--- src/rtl/hazard_ctrl.sv ---
// Hazard/forwarding controller for the 5-stage pipe.
// Drives fetch/decode stalls and decode/execute flushes. Produces registered forwarding
// selects that line up with the decode-execute register outputs.
// Optional feature: define STALL_CNT_EN to get saturating stall/flush event counters.
// With STALL_CNT_EN undefined, the counter outputs are tied to zero.
module hazard_ctrl #(
    parameter int unsigned M     = 4,
    parameter int unsigned CNT_W = 16
) (
    input  logic             clk,
    input  logic             rst,
    input  logic [M-1:0]     regAD,
    input  logic [M-1:0]     regBD,
    input  logic [M-1:0]     regScr_E,
    input  logic             regw_E,
    input  logic             regmem_E,
    input  logic [M-1:0]     regScr_M,
    input  logic             regw_M,
    input  logic             branch_E,
    output logic             stall_F,
    output logic             stall_D,
    output logic             flush_D,
    output logic             flush_E,
    output logic [1:0]       fwdA_E,
    output logic [1:0]       fwdB_E,
    output logic [CNT_W-1:0] stall_cnt,
    output logic [CNT_W-1:0] flush_cnt
);

    typedef enum logic [1:0] {
        StRun,
        StLuStall,
        StBrFlush
    } state_e;

    state_e     state_q, state_d;
    logic       lu;
    logic [1:0] fwd_a_d, fwd_a_q;
    logic [1:0] fwd_b_d, fwd_b_q;

    // Forward select for one decode source; the E-stage producer is younger, so it wins.
    function automatic logic [1:0] fwd_sel(input logic [M-1:0] src,
                                           input logic [M-1:0] dst_e, input logic w_e,
                                           input logic [M-1:0] dst_m, input logic w_m);
        logic [1:0] sel;
        sel = 2'b00;
        if (src != '0) begin
            if (w_e && (src == dst_e)) begin
                sel = 2'b10;
            end else if (w_m && (src == dst_m)) begin
                sel = 2'b01;
            end
        end
        return sel;
    endfunction

    // Load in E whose destination feeds a decode source; register 0 never counts.
    assign lu = regmem_E & regw_E & (regScr_E != '0) &
                ((regScr_E == regAD) | (regScr_E == regBD));

    // Next-state and stall/flush outputs; a taken branch always beats a load-use.
    always_comb begin
        state_d = state_q;
        stall_F = 1'b0;
        stall_D = 1'b0;
        flush_D = 1'b0;
        flush_E = 1'b0;
        if (!rst) begin
            // Keep E empty while reset is held.
            flush_E = 1'b1;
            state_d = StRun;
        end else begin
            unique case (state_q)
                StRun: begin
                    if (branch_E) begin
                        flush_D = 1'b1;
                        flush_E = 1'b1;
                        state_d = StBrFlush;
                    end else if (lu) begin
                        stall_F = 1'b1;
                        stall_D = 1'b1;
                        flush_E = 1'b1;
                        state_d = StLuStall;
                    end
                end
                StLuStall: begin
                    // E holds the bubble, so lu is not re-evaluated here.
                    if (branch_E) begin
                        flush_D = 1'b1;
                        flush_E = 1'b1;
                        state_d = StBrFlush;
                    end else begin
                        state_d = StRun;
                    end
                end
                StBrFlush: begin
                    // Whatever sits in E now came from a flushed slot.
                    state_d = StRun;
                end
                default: state_d = StRun;
            endcase
        end
    end

    // Decode-side forwarding compares for the instruction about to enter E.
    always_comb begin
        fwd_a_d = 2'b00;
        fwd_b_d = 2'b00;
        if (!(flush_E || stall_D)) begin
            fwd_a_d = fwd_sel(regAD, regScr_E, regw_E, regScr_M, regw_M);
            fwd_b_d = fwd_sel(regBD, regScr_E, regw_E, regScr_M, regw_M);
        end
    end

    // State register with synchronous active-low reset.
    always_ff @(posedge clk) begin
        if (!rst) begin
            state_q <= StRun;
        end else begin
            state_q <= state_d;
        end
    end

    // Forward selects, valid while the matching instruction sits in E.
    always_ff @(posedge clk) begin
        if (!rst) begin
            fwd_a_q <= 2'b00;
            fwd_b_q <= 2'b00;
        end else begin
            fwd_a_q <= fwd_a_d;
            fwd_b_q <= fwd_b_d;
        end
    end

    assign fwdA_E = fwd_a_q;
    assign fwdB_E = fwd_b_q;

`ifdef STALL_CNT_EN
    localparam logic [CNT_W-1:0] CntMax = '1;
    localparam logic [CNT_W-1:0] CntOne = CNT_W'(1);

    logic [CNT_W-1:0] stall_cnt_q, flush_cnt_q;

    // Saturating event counters; flush_D is only ever raised by a branch redirect.
    always_ff @(posedge clk) begin
        if (!rst) begin
            stall_cnt_q <= '0;
            flush_cnt_q <= '0;
        end else begin
            if (stall_D && (stall_cnt_q != CntMax)) begin
                stall_cnt_q <= stall_cnt_q + CntOne;
            end
            if (flush_D && (flush_cnt_q != CntMax)) begin
                flush_cnt_q <= flush_cnt_q + CntOne;
            end
        end
    end

    assign stall_cnt = stall_cnt_q;
    assign flush_cnt = flush_cnt_q;
`else
    assign stall_cnt = '0;
    assign flush_cnt = '0;
`endif

endmodule

--- config.mk ---
export PLATFORM = sky130hd
export DESIGN_NAME = hazard_ctrl
export DESIGN_NICKNAME = d
export VERILOG_FILES = /design/src/rtl/hazard_ctrl.sv
export SDC_FILE = /design/constraint.sdc
export NUM_CORES = 1
export LEC_CHECK = 0
export CORE_UTILIZATION = 31
export CTS_BUF_LIST = sky130_fd_sc_hd__clkbuf_8
export DETAILED_ROUTE_END_ITERATION = 7
export PLACE_DENSITY = 0.92
export SYNTH_ARGS = -nofsm -noshare
export SYNTH_HDL_FRONTEND = slang
export SYNTH_SLANG_ARGS = --single-unit
--- constraint.sdc ---
create_clock -name clk -period 1.8 [get_ports clk]
set_input_delay 0.36 -clock clk [delete_from_list [all_inputs] [get_ports clk]]
set_output_delay 0.36 -clock clk [all_outputs]
set_load 0.01 [all_outputs]
=== Word level (Yosys, flattened, before mapping) ===
Index checks and enable logic that the tools add are counted.
Widths: inputs -> output; s select.

* Word-level logic and storage cells: 52
* Bits in latches: 0
* Input bits: 22
* RAM bits: 0
* Memories: 0
* Bits in registers: 6
* Output and inout bits: 40
* ROM bits: 0

* Div/mod/pow operators: 0
* $mul: 0
* Mux-type cells: 18
* Add/sub/neg operators: 0
* Reduce and logical (&&, ||, !) cells: 14
* $lt $le $gt $ge: 0
* Shift-type cells: 0
* Eq/ne operators: 8
* Bitwise operators: 7

{| class="wikitable"
|+ Operators with widths
! operator !! count
|-
| $eq 4x4->1 || 6
|-
| $reduce_bool 4->1 || 3
|-
| $mux 1 || 11
|-
| $mux 2 || 5
|-
| $reduce_or 4->1 || 2
|-
| $reduce_or 3->1 || 2
|-
| $logic_and 1x1->1 || 4
|-
| $pmux 2 s2 || 1
|-
| $and 1x1->1 || 3
|-
| $ne 3x3->1 const B || 1
|-
| $not 1->1 || 3
|-
| $eq 2x1->1 const B || 1
|-
| $logic_not 2->1 || 1
|-
| $pmux 1 s2 || 1
|-
| $reduce_or 2->1 || 1
|-
| $logic_or 1x1->1 || 1
|-
| $or 1x1->1 || 1
|}

=== Logic depth before layout (Yosys ltp) ===
* Word-level depth: 9
* Mapped depth: 5
* Depth with buffers taken out: 4

=== Worst setup path before layout ===
Ideal clock, no wire load.

* Kind: input -> output
* From: input regScr_E[0]
* To: output stall_F
* Slack: 31 ps
* Arrival: 1,409 ps
* Stages on the path: 5
* Required time: 1,440 ps
* Path through: or4_1 nand4_1 a21oi_2 and3b_1 buf_4

* Word-level cells in the longest chain between the ends: 7

{| class="wikitable"
|+ Ends and longest elaborated chain
! what !! RTL line !! RTL
|-
| start, declared || 14 || <nowiki>input logic [M-1:0] regScr_E,</nowiki>
|-
| $eq 4x4->1 / $reduce_bool 4->1 (equally long branches) || 59, 58 ||
|-
| $or 1x1->1 / $and 1x1->1 (equally long branches) || 59, 58 ||
|-
| $and 1x1->1 (*) || 58 || <nowiki>assign lu = regmem_E & regw_E & (regScr_E != '0) &</nowiki>
|-
| $mux 1 (*) (4 in series) || -- ||
|-
| end, declared || 20 || <nowiki>output logic stall_F,</nowiki>
|}

Every way passes the cells marked *; elsewhere a longest branch is shown, timed or not.

=== Final worst setup path ===
* From: input regScr_E[2]
* To: output stall_D

* Word-level cells in the longest chain between the ends: 7

{| class="wikitable"
|+ Ends and longest elaborated chain
! what !! RTL line !! RTL
|-
| $eq 4x4->1 / $reduce_bool 4->1 (equally long branches) || 59, 58 ||
|-
| $or 1x1->1 / $and 1x1->1 (equally long branches) || 59, 58 ||
|-
| $and 1x1->1 (*) || 58 ||
|-
| $mux 1 (*) || 79 || <nowiki>end else if (lu) begin</nowiki>
|-
| $mux 1 (*) || 75 || <nowiki>if (branch_E) begin</nowiki>
|-
| $mux 1 (*) || 73 || <nowiki>unique case (state_q)</nowiki>
|-
| $mux 1 (*) || 68 || <nowiki>if (!rst) begin</nowiki>
|-
| end, declared || 21 || <nowiki>output logic stall_D,</nowiki>
|}

Marked as above.

==> impl_metrics.ini <==
[global_route]
grt_pass1_wl_um = 2615
grt-ovfl-total = 0
grt_usage_pct = 15.07
grt_max_degree = 6
grt_antenna_before_repair = 0
grt_pass1_vias = 615

[run_status]
status = finished, violations left
violations = setup timing

[finish]
nNetsFinal = 154
instances_no_fill = 157
antennaDiodeCount = 0
drive_above_1_share_pct = 32.31
layout_common_cells = conb_1 (32), buf_4 (19), clkdlybuf4s50_1 (12)
fin_util_pct = 53.94
final_common_cell = conb_1
area_growth_pct = 59.52

[synthesis]
synth_fa_ha_area_share_pct = 0
synth-compound-area-share_pct = 6.470
yosys_warnings = 0
synth_cell_types = 19
synthCells = 80
synth.yosys.seq_area_share_pct = 17.74
synthSimpleGateAreaFrac_pct = 17.38
post_synth.cell_area_avg_um2 = 8.461
mappedNetlistArea_um2 = 676.9
synth_top_family_by_area = buffers and inverters
synth_seq_cells = 6
synth_xor_area_share_pct = 20.70
synthMuxAreaShare_pct = 0

[detailed_routing]
avgRoutedWirePerCell_um = 11.04
vias_per_cell = 4.210
first_iter_violations = 13
vias = 661
route.detailed.drc = 0
firstDrtPassIters = 4
postRouteAntennaNets = 0
routed_wl_um = 1734

[timing]
skew_ns = 0.006714
tns_ns = -0.1946
worst_pin_slew_ns = 0.5848
post-route-period-util_pct = 104.8
hold_violations = 0
fin_ws_ns = -0.08659
min_period_ns = 1.887
max_freq_mhz = 530.1
final_max_slew_viol_count = 0
relSlewSlack_pct = 60.51
rsz0062_at_grt = yes
fin_hold_ws_ns = 0.5014
setup_violations = 3

[clocking]
clk_path_buf_depth = 2
clockRootBuffer = clkbuf_8
postCtsHoldBufs = 0
clk_pin_slew_ns = 0.04
cts_tree = yes
cts_sinks = 6
clock_latency_ns = 0.23
htreeDepth = 1
numCtsBuffers = 3

[setup_path]
path_cells = buf_8, or4_4, nand4_1, a21oi_2, and3b_1, buf_2
timing.critical_path.fanout_max = 3
cp.arrival_ns = 1.53
ff2ff_setup_slack_ns = 0.66
slowest_delay_ns = 0.53
worstPathRequired_ns = 1.44
crit_type = input port to output port
end_kind = output port
cp_slowest_cell = or4_4
setup.worst_path.start_class = input port

[die]
start_util_pct = 33.81
die_w_um = 48.73
coreArea_um2 = 2002
num_rows = 16
ios = 62
dieHeight_um = 48.73
dieArea_um2 = 2375

[placement]
hpwl_um = 1377
gp_congestion = 0.7745
dp_slack_ns = -0.8151
io_buffers = 29
dp.cells = 148

[min_path]
min_path_type = input port to flip-flop

[power]
p_leak_nw = 0.5342
vdd_drop_max_mv = 0.2656
power_density_nw_per_um2 = 501.9

[job]
maxCapViolCount = 0
-- synthesized netlist by cell type (all sizes together) --
library cell | instances | area share, %
nand4 | 3 | 3.7
inv | 1 | 0.55
buf | 33 | 37
and2 | 2 | 1.8
nor2b | 2 | 1.8
xnor2 | 10 | 13
conb | 1 | 0.55
o2111ai | 2 | 2.6
xor2 | 6 | 7.8
nor4 | 2 | 1.8
or4 | 1 | 1.1
dfxtp | 6 | 18
nor2 | 1 | 0.55
a21oi | 1 | 1.3
and3b | 2 | 2.6
nor3 | 4 | 3.0
nand2b | 1 | 0.92
o41ai | 2 | 2.6
-- critical path, delay by kind of cell --
family,cells,cell delay [ns]
AOI/OAI and AO/OA,1,0.06
buffers and inverters,2,0.23
and+or+nand+nor,3,0.87
-- through the flow --
stage	area, um^2	total power, W
2_1_floorplan	793.3	0.0002705
3_3_place_gp	974.7	0.0003141
3_5_place_dp	974.7	0.0003214
4_1_cts	1064	0.0005321
5_1_grt	1080	0.0005640
6_report	1080	0.0005420
-- metal layers --
layer / part of all wire (%) / track usage (%) / vias up / wire (um)
met5: 0 / 0 / - / 0
met4: 2.0 / 8.824 / 0 / 34
met3: 9.3 / 4.088 / 4 / 162
met2: 56 / 29.63 / 54 / 976
met1: 32 / 13.36 / 297 / 561
li1: - / - / 306 / -
-- area by class of cell --
type,instances,area (um^2)
fill,201,922.1
multi-input combinational,71,465.4
inverter,1,3.754
tap,27,33.78
clock buffer,3,41.29
timing repair buffer,49,415.4
sequential,6,120.1
-- final timing paths --
path,start,to,cells after the start
setup / recovery,regScr_E[2],stall_D,6
hold / removal,regw_E,fwdB_E[1],3
setup reg to reg,state_q[1],state_q[0],5
hold reg to reg,state_q[1],state_q[1],2
-- logic make-up after synthesis --
family	count (synthesis)
other cells	1
simple gates	18
flops	6
buf+inv	34
compound gates	5
xor+xnor	16
-- flip-flops by register name (all words and copies together), names as in the netlist --
register,count
state_q,2
fwdA_E,2
fwdB_E,2
-- timing repair --
action                                  CTS  global route
gates cloned                              0             0
setup buffers                             6             0
pin swaps                                10            10
endpoints found under the setup margin    5             5
resized for setup                        47            13
-- power breakdown --
group / internal, W / switching, W / total, W
combinational: 0.000102 / 0.0000980 / 0.000200
sequential: 0.000136 / 0.00000109 / 0.000137
clock: 0.000144 / 0.0000605 / 0.000204
No activity file was read; power rests on OpenSTA's default activity.
